File: src/rtl/load_store_unit.sv
`default_nettype none
// ============================================================================
//  Module      : load_store_unit
//  Description : MEM-stage load/store unit in front of the RAM data port.
//                Issues word address, byte enables and lane-replicated store
//                data, extracts and extends load data across the RAM's
//                1-cycle read latency, and suppresses illegal, out-of-range
//                and misaligned accesses with single-cycle error pulses.
//  Revision    : 1.0 - initial release
// ============================================================================
module load_store_unit #(
  parameter int ADDR_WIDTH = 14
) (
  input  logic        clk,
  input  logic        rst_n,
  input  logic        req_valid,
  input  logic        req_we,
  input  logic [2:0]  req_funct3,
  input  logic [31:0] req_addr,
  input  logic [31:0] req_wdata,
  input  logic        flush,
  output logic [29:0] d_addr,
  output logic        d_we,
  output logic [3:0]  d_be,
  output logic [31:0] d_wdata,
  input  logic [31:0] d_rdata,
  output logic        stall,
  output logic        resp_valid,
  output logic [31:0] load_data,
  output logic        misalign_err,
  output logic        access_err
);

  // First byte-address bit that must be zero for an in-range access
  localparam int C_RANGE_LSB = ADDR_WIDTH + 2;

  typedef enum logic [1:0] {
    S_IDLE = 2'd0,
    S_WAIT = 2'd1,
    S_RESP = 2'd2
  } state_t;

  state_t      r_state;
  logic [29:0] r_addr;
  logic [1:0]  r_off;
  logic [2:0]  r_funct3;
  logic [31:0] r_load_data;
  logic        r_resp_valid;
  logic        r_misalign_err;
  logic        r_access_err;

  logic        w_f3_legal;
  logic        w_range_ok;
  logic        w_misaligned;
  logic        w_req;
  logic        w_access;
  logic        w_mis;
  logic        w_accept;
  logic        w_store;
  logic        w_load;
  logic [3:0]  w_be;
  logic [31:0] w_wdata;
  logic [7:0]  w_lane_b;
  logic [15:0] w_lane_h;
  logic [31:0] w_ext;

  // Legal funct3 encodings differ between loads and stores
  always_comb begin
    w_f3_legal = 1'b0;
    if (req_we) begin
      w_f3_legal = (req_funct3 == 3'b000) || (req_funct3 == 3'b001) ||
                   (req_funct3 == 3'b010);
    end else begin
      case (req_funct3)
        3'b000, 3'b001, 3'b010, 3'b100, 3'b101: w_f3_legal = 1'b1;
        default:                                w_f3_legal = 1'b0;
      endcase
    end
  end

  assign w_range_ok   = ((req_addr >> C_RANGE_LSB) == 32'd0);
  assign w_misaligned = ((req_funct3[1:0] == 2'b10) && (req_addr[1:0] != 2'b00)) ||
                        ((req_funct3[1:0] == 2'b01) && req_addr[0]);

  // Access errors take priority over misalignment; only IDLE accepts requests
  assign w_req    = (r_state == S_IDLE) && req_valid;
  assign w_access = w_req && (!w_f3_legal || !w_range_ok);
  assign w_mis    = w_req && !w_access && w_misaligned;
  assign w_accept = w_req && !w_access && !w_misaligned;
  assign w_store  = w_accept && req_we;
  assign w_load   = w_accept && !req_we;

  // Byte-lane mask and replicated store data by access size
  always_comb begin
    w_be    = 4'b1111;
    w_wdata = req_wdata;
    case (req_funct3[1:0])
      2'b00: begin
        w_be    = 4'b0001 << req_addr[1:0];
        w_wdata = {4{req_wdata[7:0]}};
      end
      2'b01: begin
        w_be    = req_addr[1] ? 4'b1100 : 4'b0011;
        w_wdata = {2{req_wdata[15:0]}};
      end
      default: begin
        w_be    = 4'b1111;
        w_wdata = req_wdata;
      end
    endcase
  end

  // RAM port: WAIT keeps the latched load address, otherwise follow the request
  assign d_addr       = (r_state == S_WAIT) ? r_addr : req_addr[31:2];
  assign d_we         = rst_n && w_store;
  assign d_be         = (rst_n && w_accept) ? w_be : 4'b0000;
  assign d_wdata      = w_wdata;
  assign stall        = rst_n && (w_load || (r_state == S_WAIT));
  assign resp_valid   = r_resp_valid && !flush;
  assign load_data    = r_load_data;
  assign misalign_err = r_misalign_err;
  assign access_err   = r_access_err;

  // Select the addressed lane of the returned word and extend it
  always_comb begin
    w_lane_b = d_rdata[7:0];
    case (r_off)
      2'd0:    w_lane_b = d_rdata[7:0];
      2'd1:    w_lane_b = d_rdata[15:8];
      2'd2:    w_lane_b = d_rdata[23:16];
      default: w_lane_b = d_rdata[31:24];
    endcase
    w_lane_h = r_off[1] ? d_rdata[31:16] : d_rdata[15:0];
    case (r_funct3)
      3'b000:  w_ext = {{24{w_lane_b[7]}}, w_lane_b};
      3'b001:  w_ext = {{16{w_lane_h[15]}}, w_lane_h};
      3'b100:  w_ext = {24'd0, w_lane_b};
      3'b101:  w_ext = {16'd0, w_lane_h};
      default: w_ext = d_rdata;
    endcase
  end

  // Load sequencing FSM with registered response and error pulses
  always_ff @(posedge clk) begin
    if (!rst_n) begin
      r_state        <= S_IDLE;
      r_addr         <= 30'd0;
      r_off          <= 2'd0;
      r_funct3       <= 3'd0;
      r_load_data    <= 32'd0;
      r_resp_valid   <= 1'b0;
      r_misalign_err <= 1'b0;
      r_access_err   <= 1'b0;
    end else begin
      r_access_err   <= w_access;
      r_misalign_err <= w_mis;
      r_resp_valid   <= 1'b0;
      case (r_state)
        S_IDLE: begin
          if (w_load) begin
            r_addr   <= req_addr[31:2];
            r_off    <= req_addr[1:0];
            r_funct3 <= req_funct3;
            r_state  <= S_WAIT;
          end
        end
        S_WAIT: begin
          if (flush) begin
            r_state <= S_IDLE;
          end else begin
            r_load_data  <= w_ext;
            r_resp_valid <= 1'b1;
            r_state      <= S_RESP;
          end
        end
        S_RESP:  r_state <= S_IDLE;
        default: r_state <= S_IDLE;
      endcase
    end
  end

endmodule
`default_nettype wire

File: config.mk
export PLATFORM = sky130hd
export DESIGN_NAME = load_store_unit
export DESIGN_NICKNAME = d
export VERILOG_FILES = /design/src/rtl/load_store_unit.sv
export SDC_FILE = /design/constraint.sdc
export NUM_CORES = 1
export LEC_CHECK = 0
export BUFFER_PORTS_ARGS = -buffer_cell sky130_fd_sc_hd__buf_2
export CAP_MARGIN = 20
export CORE_MARGIN = 5
export CORE_UTILIZATION = 47
export CTS_BUF_LIST = sky130_fd_sc_hd__clkbuf_4
export DETAILED_ROUTE_END_ITERATION = 16
export PLACE_DENSITY = 0.83
export SYNTH_ARGS = -nofsm -noshare
export SYNTH_HDL_FRONTEND = slang
export SYNTH_SLANG_ARGS = --single-unit
File: constraint.sdc
create_clock -name clk -period 2.25 [get_ports clk]
set_input_delay 0.1125 -clock clk [delete_from_list [all_inputs] [get_ports clk]]
set_output_delay 0.1125 -clock clk [all_outputs]
set_load 0.01 [all_outputs]
== After elaboration in Yosys (flattened, before gate mapping) ==
Index checks and enable logic that the tools add are counted.

* Register bits: 72
* Input port bits: 104
* Output and inout bits: 103
* Word-level logic and storage cells: 72

* Equal/unequal tests: 13
* Shifts and indexed selects: 1
* Mux-type cells: 14
* Bitwise logic cells: 1
* Reductions and logical operators: 35

{| class="wikitable"
|+ Operators with widths
! operator !! number
|-
| $pmux 32 s4 || 1
|-
| $pmux 32 s2 || 1
|-
| $logic_not 32->1 || 1
|-
| $mux 30 || 1
|-
| $pmux 8 s3 || 1
|-
| $mux 16 || 1
|-
| $logic_and 1x1->1 || 13
|-
| $eq 3x3->1 const B || 4
|-
| $mux 4 || 2
|-
| $pmux 4 s2 || 1
|-
| $eq 2x1->1 const B || 3
|-
| $eq 3x1->1 const B || 2
|-
| $logic_not 1->1 || 6
|-
| $logic_not 2->1 || 3
|-
| $logic_not 3->1 || 2
|-
| $reduce_and 2->1 || 3
|-
| $logic_or 1x1->1 || 5
|-
| $reduce_or 5->1 || 1
|-
| $eq 2x2->1 const B || 2
|-
| $mux 2 || 2
|-
| $pmux 2 s2 || 1
|-
| $shl 1x2->4 const A || 1
|-
| $eq 3x2->1 const B || 1
|-
| $mux 1 || 3
|-
| other kinds (3) || 3
|}

== Depth between registers and ports, before layout ==
Gate-level depths: netlist of the first run.

* Depth in word-level cells: 13
* Gate-level depth with buffers: 7
* Mapped depth without buffers: 4

== Worst setup path before layout of the first run ==
Ideal clock, no wire load.

* Path kind: reg-to-reg
* Start point: reg r_off[1]
* End point: reg r_load_data[21], in the netlist load_data[21]
* Library setup time: 122 ps
* Data arrival time: 1584 ps
* Data required time: 2128 ps
* Path slack: 544 ps
* Stages on the path, launching flop included: 6
* Path buffers: 2
* Period minus slack after synthesis: 1706 ps
* Cells stage by stage: dfxtp_1 buf_2 o311ai_0 a31o_2 buf_2 a21oi_1

* Longest elaborated chain between the ends: 3
* Elaborated cells between the ends (all ways): 6
* Classes of those cells: eq/ne (2); mux (3); reduce/logical (1)

{| class="wikitable"
|+ Ends and longest elaborated chain
! item !! line !! text
|-
| start: declaration || 45 || <nowiki>logic [1:0] r_off;</nowiki>
|-
| start signal: assignment || 162 || <nowiki>r_off <= req_addr[1:0];</nowiki>
|-
| $eq 2x2->1, or another cell as far along || 127 || <nowiki>case (r_off)</nowiki>
|-
| $pmux 8 s3 || 127 ||
|-
| $pmux 32 s4 * || 134 || <nowiki>case (r_funct3)</nowiki>
|-
| end signal: assignment || 171 || <nowiki>r_load_data <= w_ext;</nowiki>
|-
| end: declaration || 47 || <nowiki>logic [31:0] r_load_data;</nowiki>
|}

Every way passes the cells marked *; elsewhere a longest branch is shown, timed or not.
A chain may end at the register's enable or synchronous reset.

== Final worst setup path of the first run ==
* Start point: in req_funct3[2]
* End point: out stall

* Longest elaborated chain between the ends: 13
* Elaborated cells between the ends (all ways): 19
* Classes of those cells: eq/ne (4); mux (2); reduce/logical (13)

{| class="wikitable"
|+ Ends and longest elaborated chain
! item !! line !! text
|-
| start: declaration || 18 || <nowiki>input logic [2:0] req_funct3,</nowiki>
|-
| $eq 3x1->1, or another cell as far along || 71, 74 ||
|-
| $reduce_or 5->1 / $logic_or 1x1->1 (equally long branches) || 74, 71 ||
|-
| $mux 1 / $logic_or 1x1->1 (equally long branches) || 74, 71 ||
|-
| $mux 1 * || 70 || <nowiki>if (req_we) begin</nowiki>
|-
| $logic_not 1->1 * || 87 || <nowiki>assign w_access = w_req && (!w_f3_legal || !w_range_ok);</nowiki>
|-
| $logic_or 1x1->1 * || 87 ||
|-
| $logic_and 1x1->1 * || 87 ||
|-
| $logic_not 1->1 * || 89 || <nowiki>assign w_accept = w_req && !w_access && !w_misaligned;</nowiki>
|-
| $logic_and 1x1->1 * (2 in series) || 89 ||
|-
| $logic_and 1x1->1 * || 91 || <nowiki>assign w_load = w_accept && !req_we;</nowiki>
|-
| $logic_or 1x1->1 * || 118 || <nowiki>assign stall = rst_n && (w_load || (r_state == S_WAIT));</nowiki>
|-
| $logic_and 1x1->1 * || 118 ||
|-
| end: declaration || 27 || <nowiki>output logic stall,</nowiki>
|}

Marked as above.

==> qor.yml, run 1 <==
grt_max_degree: 51
post-route-period-util_pct: 97.2
rows: 33
routabilityCongestion: 0.843
outcome: "completed"
ctsRootBufferMaster: "clkbuf_4"
antenna_found_initial: 1
finalCriticalPeriod_ns: 2.19
crit_arrival_ns: 2.07
required_ns: 2.14
drc: 0
synthFlopType: "dfxtp_1"
post-dp-hpwl_microns: 8900
globalRouteOverflowTotal: 0
clock.fmax_ghz: 0.457
drtIter0Drc: 272
wire_per_inst_microns: 16.1
fin_ws_ns: 0.0638
cap_violations: 0
drt_first_pass_iters: 5
avgSynthCellArea_sq_um: 8.70
clk_pin_slew_ns: 0.11
post-route-util_pct: 68.9
drive_gt1_share_pct: 43.5
cts_tree: "built"
die_h_microns: 101
fin_cells: 789
syn_area_sq_mm: 0.00393
htreeDepth: 3
ys_ff_latch: 72
yosysTopAreaCell: "dfxtp_1"
grt_pass1_vias: 4293
synth_nets: 556
ioPinCount: 207
track_usage_pct: 24.2
num_vias: 4255
setup_viol: 0
placed_cells: 729
synth_edf_count: 0
die_area_sq_mm: 0.0103
worst_skew_pair.late_latency_ns: 0.42
nets: 782
core_area_sq_mm: 0.00818
viasPerCell: 5.39
syn2layout_area_growth_pct: 43.1
ctsLongestPathBuffers: 2
synth.most_common_cell: "dfxtp_1"
wl_microns: 12700
start_util_pct: 48.1
relSlewSlack_pct: 45.9
vdd.ir_drop.worst_uv: 394
p_total_uw: 2970
worstPathMaxFanout: 18
hp-class: "in -> reg"
io_buffers: 206
cts_buffers: 9
synthTopCellsByArea: "dfxtp_1, mux2_2, mux2i_1"
die_w_microns: 101
powerDensity_mw_per_mm2: 527
grt_pass1_wl_microns: 20000
start_kind: "input port"
synthArstFlopShare_pct: 0
synth_top_area_share_pct: 36.7
leakage_uw: 0.00277
dp_slack_ns: 0.330
holdWs_ns: 0.0242
cts.sinks: 72
nFillCells: 654
hold_viol: 0
yosysSeqAreaShare_pct: 36.7
yosysWarningCount: 0
antenna_left: 0
worst_slew_pin_slew_ns: 0.801
synthCells: 452
endpoint_kind: "primary output"
finClkSkew_ns: 0.0248
synth.distinct_cells: 41
critical_path_class: "in -> out"
yosys-top-cells-count: "dfxtp_1, nand2_1, mux2_2"
drv_slew: 0
cells by family after synthesis:
| kind of cell | count (synthesis) | share of synthesized area, % |
|---|---|---|
| buf+inv | 49 | 6.71 |
| mux | 87 | 24.1 |
| flops | 72 | 36.7 |
| compound gates | 98 | 14.1 |
| simple gates | 146 | 18.5 |
worst paths after layout:
path / from / endpoint / slack (ns) / cells after the start
worst max-delay path: req_funct3[2] / stall / 0.06 / 8
worst min register to register: r_addr[5]$_SDFFE_PN0P_ / r_addr[5]$_SDFFE_PN0P_ / 0.47 / 2
worst min-delay path: d_rdata[2] / load_data[2]$_SDFFE_PN0P_ / 0.02 / 3
worst max register to register: r_off[1]$_SDFFE_PN0P_ / load_data[24]$_SDFFE_PN0P_ / 0.36 / 4
layout make-up:
cell class	instances	area, sq um	share of cell area (%)
multi-input combinational	331	2240	39.7
timing repair buffer	261	1580	28.0
clock buffer	10	75.1	1.33
sequential	72	1440	25.6
inverter	3	11.3	0.200
clock inverter	6	155	2.76
antenna	1	2.50	0.0445
tap	105	131	2.33
power by group:
| group | total [uW] | internal (uW) | leakage (uW) | switching (uW) |
|---|---|---|---|---|
| registers | 1280 | 1270 | 0.000580 | 0.156 |
| clock network | 1250 | 798 | 0.000121 | 450 |
| logic | 445 | 237 | 0.00206 | 208 |
| total | 2970 | 2310 | 0.00277 | 658 |
worst max-delay path: stages:
cell and delay (ns):
dlygate4sd3_1 0.54, buf_2 0.13, o21ai_1 0.08, nand4_1 0.15, or4_4 0.61, buf_12 0.17, a21boi_1 0.13, buf_2 0.14
metal layers:
metal  global-route usage (%)  up-vias  wire length (microns)
met5                        0        -                      0
met1                     28.5     1978                   4990
li1                         -     2038                      -
met3                     4.82       40                    935
met4                     13.7        0                    468
met2                     40.9      199                   6290
flip-flops by register name, summed over array words and instances (netlist names):
register	count
r_funct3	3
r_state	2
access_err	1
load_data	32
misalign_err	1
r_addr	30
r_resp_valid	1
r_off	2
per-stage QoR:
| step | area (sq um) | TNS, ns |
|---|---|---|
| 2_1_floorplan | 3930 | 0 |
| 3_3_place_gp | 4950 | 0 |
| 3_5_place_dp | 4950 | 0 |
| 4_1_cts | 5590 | 0 |
| 5_1_grt | 5630 | -0.0201 |
| 6_report | 5630 | 0 |
cells in the final DEF (no fill, tap or decap), types with 2 or more instances in the layout:
| cell | instances |
|---|---|
| o21a_1 | 2 |
| buf_4 | 12 |
| bufinv_16 | 5 |
| nand2b_1 | 6 |
| mux2i_1 | 35 |
| dfxtp_1 | 72 |
| and3_1 | 20 |
| nand3b_1 | 10 |
| nand3_1 | 3 |
| o211ai_1 | 8 |
| clkbuf_4 | 10 |
| nor2b_1 | 3 |
| o21ai_0 | 34 |
| or2_2 | 3 |
| and2_1 | 6 |
| inv_1 | 3 |
| o21ai_1 | 2 |
| a21oi_1 | 40 |
| o21bai_1 | 4 |
| buf_2 | 206 |
| o2111a_1 | 2 |
| nor3_1 | 2 |
| nand2_1 | 69 |
| mux2_2 | 51 |
| dlygate4sd3_1 | 41 |
| nor4_1 | 2 |
| nor4_2 | 2 |
| nor2_1 | 15 |
timing repair:
item | in CTS | in global routing
hold buffers | 41 | 0
setup endpoints to repair | 0 | 1
gates resized for setup | 0 | 1
setup buffers | 0 | 1
hold endpoints to repair | 40 | 0
Power figures use the tool's default switching activity.
==> run 2, diff against run 1 <==
Settings changed: RECOVER_POWER set to 25.
==> qor.yml, run 2 (synthesized netlist as in run 1, its figures left out) <==
die_area_sq_mm: 0.0103  # unchanged
worst_slew_pin_slew_ns: 0.829  # +0.0276 ns
hold_depth: 3  # unchanged
drc: 0  # unchanged
antenna_found_initial: 1  # unchanged
crit_chain: "dlygate4sd3_1 -> buf_2 -> o21ai_1 -> nand4_1 -> or4_4 -> buf_12 -> a21boi_1 -> buf_2"
post-dp-hpwl_microns: 8900  # unchanged
globalRouteOverflowTotal: 0  # unchanged
post-route-period-util_pct: 97.5  # +0.38 points
start_util_pct: 48.1  # unchanged
rr_endpoint: "load_data[24]$_SDFFE_PN0P_"
cts_buffers: 9  # unchanged
wl_microns: 12800  # +0.52%
critical_path_class: "in -> out"
fin_cells: 789  # unchanged
worstHoldStart: "d_rdata[2]"
worstReg2RegStart: "r_off[1]$_SDFFE_PN0P_"
drtIter0Drc: 252  # -7.4%
worstPathMaxFanout: 18  # unchanged
crit_arrival_ns: 2.08  # about the same
syn2layout_area_growth_pct: 41.7
die_h_microns: 101  # unchanged
viasPerCell: 5.44  # +0.80%
hp-class: "in -> reg"
outcome: "completed"
powerDensity_mw_per_mm2: 533  # +1.0%
clock.fmax_ghz: 0.456  # -0.39%
hold_viol: 0  # unchanged
htreeDepth: 3  # unchanged
antenna_left: 0  # unchanged
drv_slew: 0  # unchanged
cp_slowest_cell: "or4_4"
grt_max_degree: 51  # unchanged
grt_pass1_vias: 4293  # unchanged
endpoint_kind: "primary output"
start_kind: "input port"
track_usage_pct: 24.2  # unchanged
vdd.ir_drop.worst_uv: 395  # +0.19%
drt_first_pass_iters: 5  # unchanged
holdWs_ns: 0.0205  # -0.00367 ns
nFillCells: 681  # +4.1%
cts_tree: "built"
required_ns: 2.14  # about the same
mostFrequentLayoutCell: "buf_2"
ctsRootBufferMaster: "clkbuf_4"
r2r_setup_slack_ns: 0.34  # -0.02 ns
finClkSkew_ns: 0.0209  # -0.00393 ns
ioPinCount: 207  # unchanged
grt_pass1_wl_microns: 20000  # unchanged
r2r_cells: 4  # unchanged
wire_per_inst_microns: 16.2  # +0.52%
finalCriticalPeriod_ns: 2.19  # +0.00864 ns
setup_viol: 0  # unchanged
max_stage_delay_ns: 0.61  # about the same
die_w_microns: 101  # unchanged
io_buffers: 206  # unchanged
final_cell_mix: "buf_2, dfxtp_1, nand2_1"
worst_skew_pair.late_latency_ns: 0.42  # about the same
rows: 33  # unchanged
ctsLongestPathBuffers: 2  # unchanged
core_area_sq_mm: 0.00818  # unchanged
nets: 782  # unchanged
relSlewSlack_pct: 44.1  # -1.9 points
holdPathEnd: "load_data[2]$_SDFFE_PN0P_"
routabilityCongestion: 0.843  # unchanged
drive_gt1_share_pct: 37.2  # -6.3 points
largest_register_ffs: 32  # unchanged
leakage_uw: 0.00259  # -6.2%
cts.sinks: 72  # unchanged
crit_top_cell: "buf_2"
clk_pin_slew_ns: 0.11  # about the same
cap_violations: 0  # unchanged
num_vias: 4289  # +0.80%
placed_cells: 729  # unchanged
==> run 2: how the worst max path moves through the flow <==
stage	start	endpoint	slack [ns]	cells past startpoint
finish	req_funct3[2]	stall	0.06	8
global placement	req_addr[27]	stall	0.37	7
detailed placement	req_addr[16]	stall	0.33	7
global route	req_funct3[2]	stall	-0.02	8
floorplan	r_off[1]$_SDFFE_PN0P_	load_data[21]$_SDFFE_PN0P_	0.54	5
CTS	req_funct3[2]	stall	0.02	8
==> run 2: power by group <==
group          leakage (uW)  switching, uW  internal [uW]  total, uW
clock network      0.000121            453            798       1250
registers          0.000580          0.199           1270       1280
logic               0.00189            209            233        442
==> run 2: timing repair <==
action                                  CTS  global route
hold buffers                             41             0
buffers inserted                          0             1
gates resized for setup                   0             1
endpoints found under the setup margin    0             1
endpoints found under the hold margin    40             0
==> run 2: final cells by class <==
cell class	count	area, sq um	share of cell area, %
multi-input cells	331	2240	40.1
well taps	105	131	2.36
inverters	3	11.3	0.202
diodes	1	2.50	0.0449
clock buffers	10	75.1	1.35
clock inverters	6	155	2.78
repair buffers	261	1520	27.3
flip-flops and latches	72	1440	25.9
==> run 2: per-stage QoR <==
step	total power [uW]	setup slack (ns)	TNS (ns)	area, sq um	utilization (%)
after floorplan	1490	0.544	0	3930	-
after global placement	1680	0.369	0	4950	60.5
after detailed placement	1690	0.330	0	4950	60.5
after CTS	2990	0.0228	0	5590	68.4
after global routing	3080	-0.0201	-0.0201	5570	68.2
final	2970	0.0552	0	5570	68.2
==> run 2: routing by layer <==
metal  global-route usage, %  up-vias  part of all wire (%)
met5                       0        -                     0
met4                    13.7        0                   4.3
met3                    4.82       48                   7.4
met2                    40.9      220                    49
met1                    28.5     1981                    39
li1                        -     2040                     -
==> run 2: critical path: cells and delay by family <==
| family | cells | cell delay [ns] |
|---|---|---|
| buffers and inverters | 4 | 0.98 |
| AOI/OAI and AO/OA | 2 | 0.21 |
| and+or+nand+nor | 2 | 0.76 |
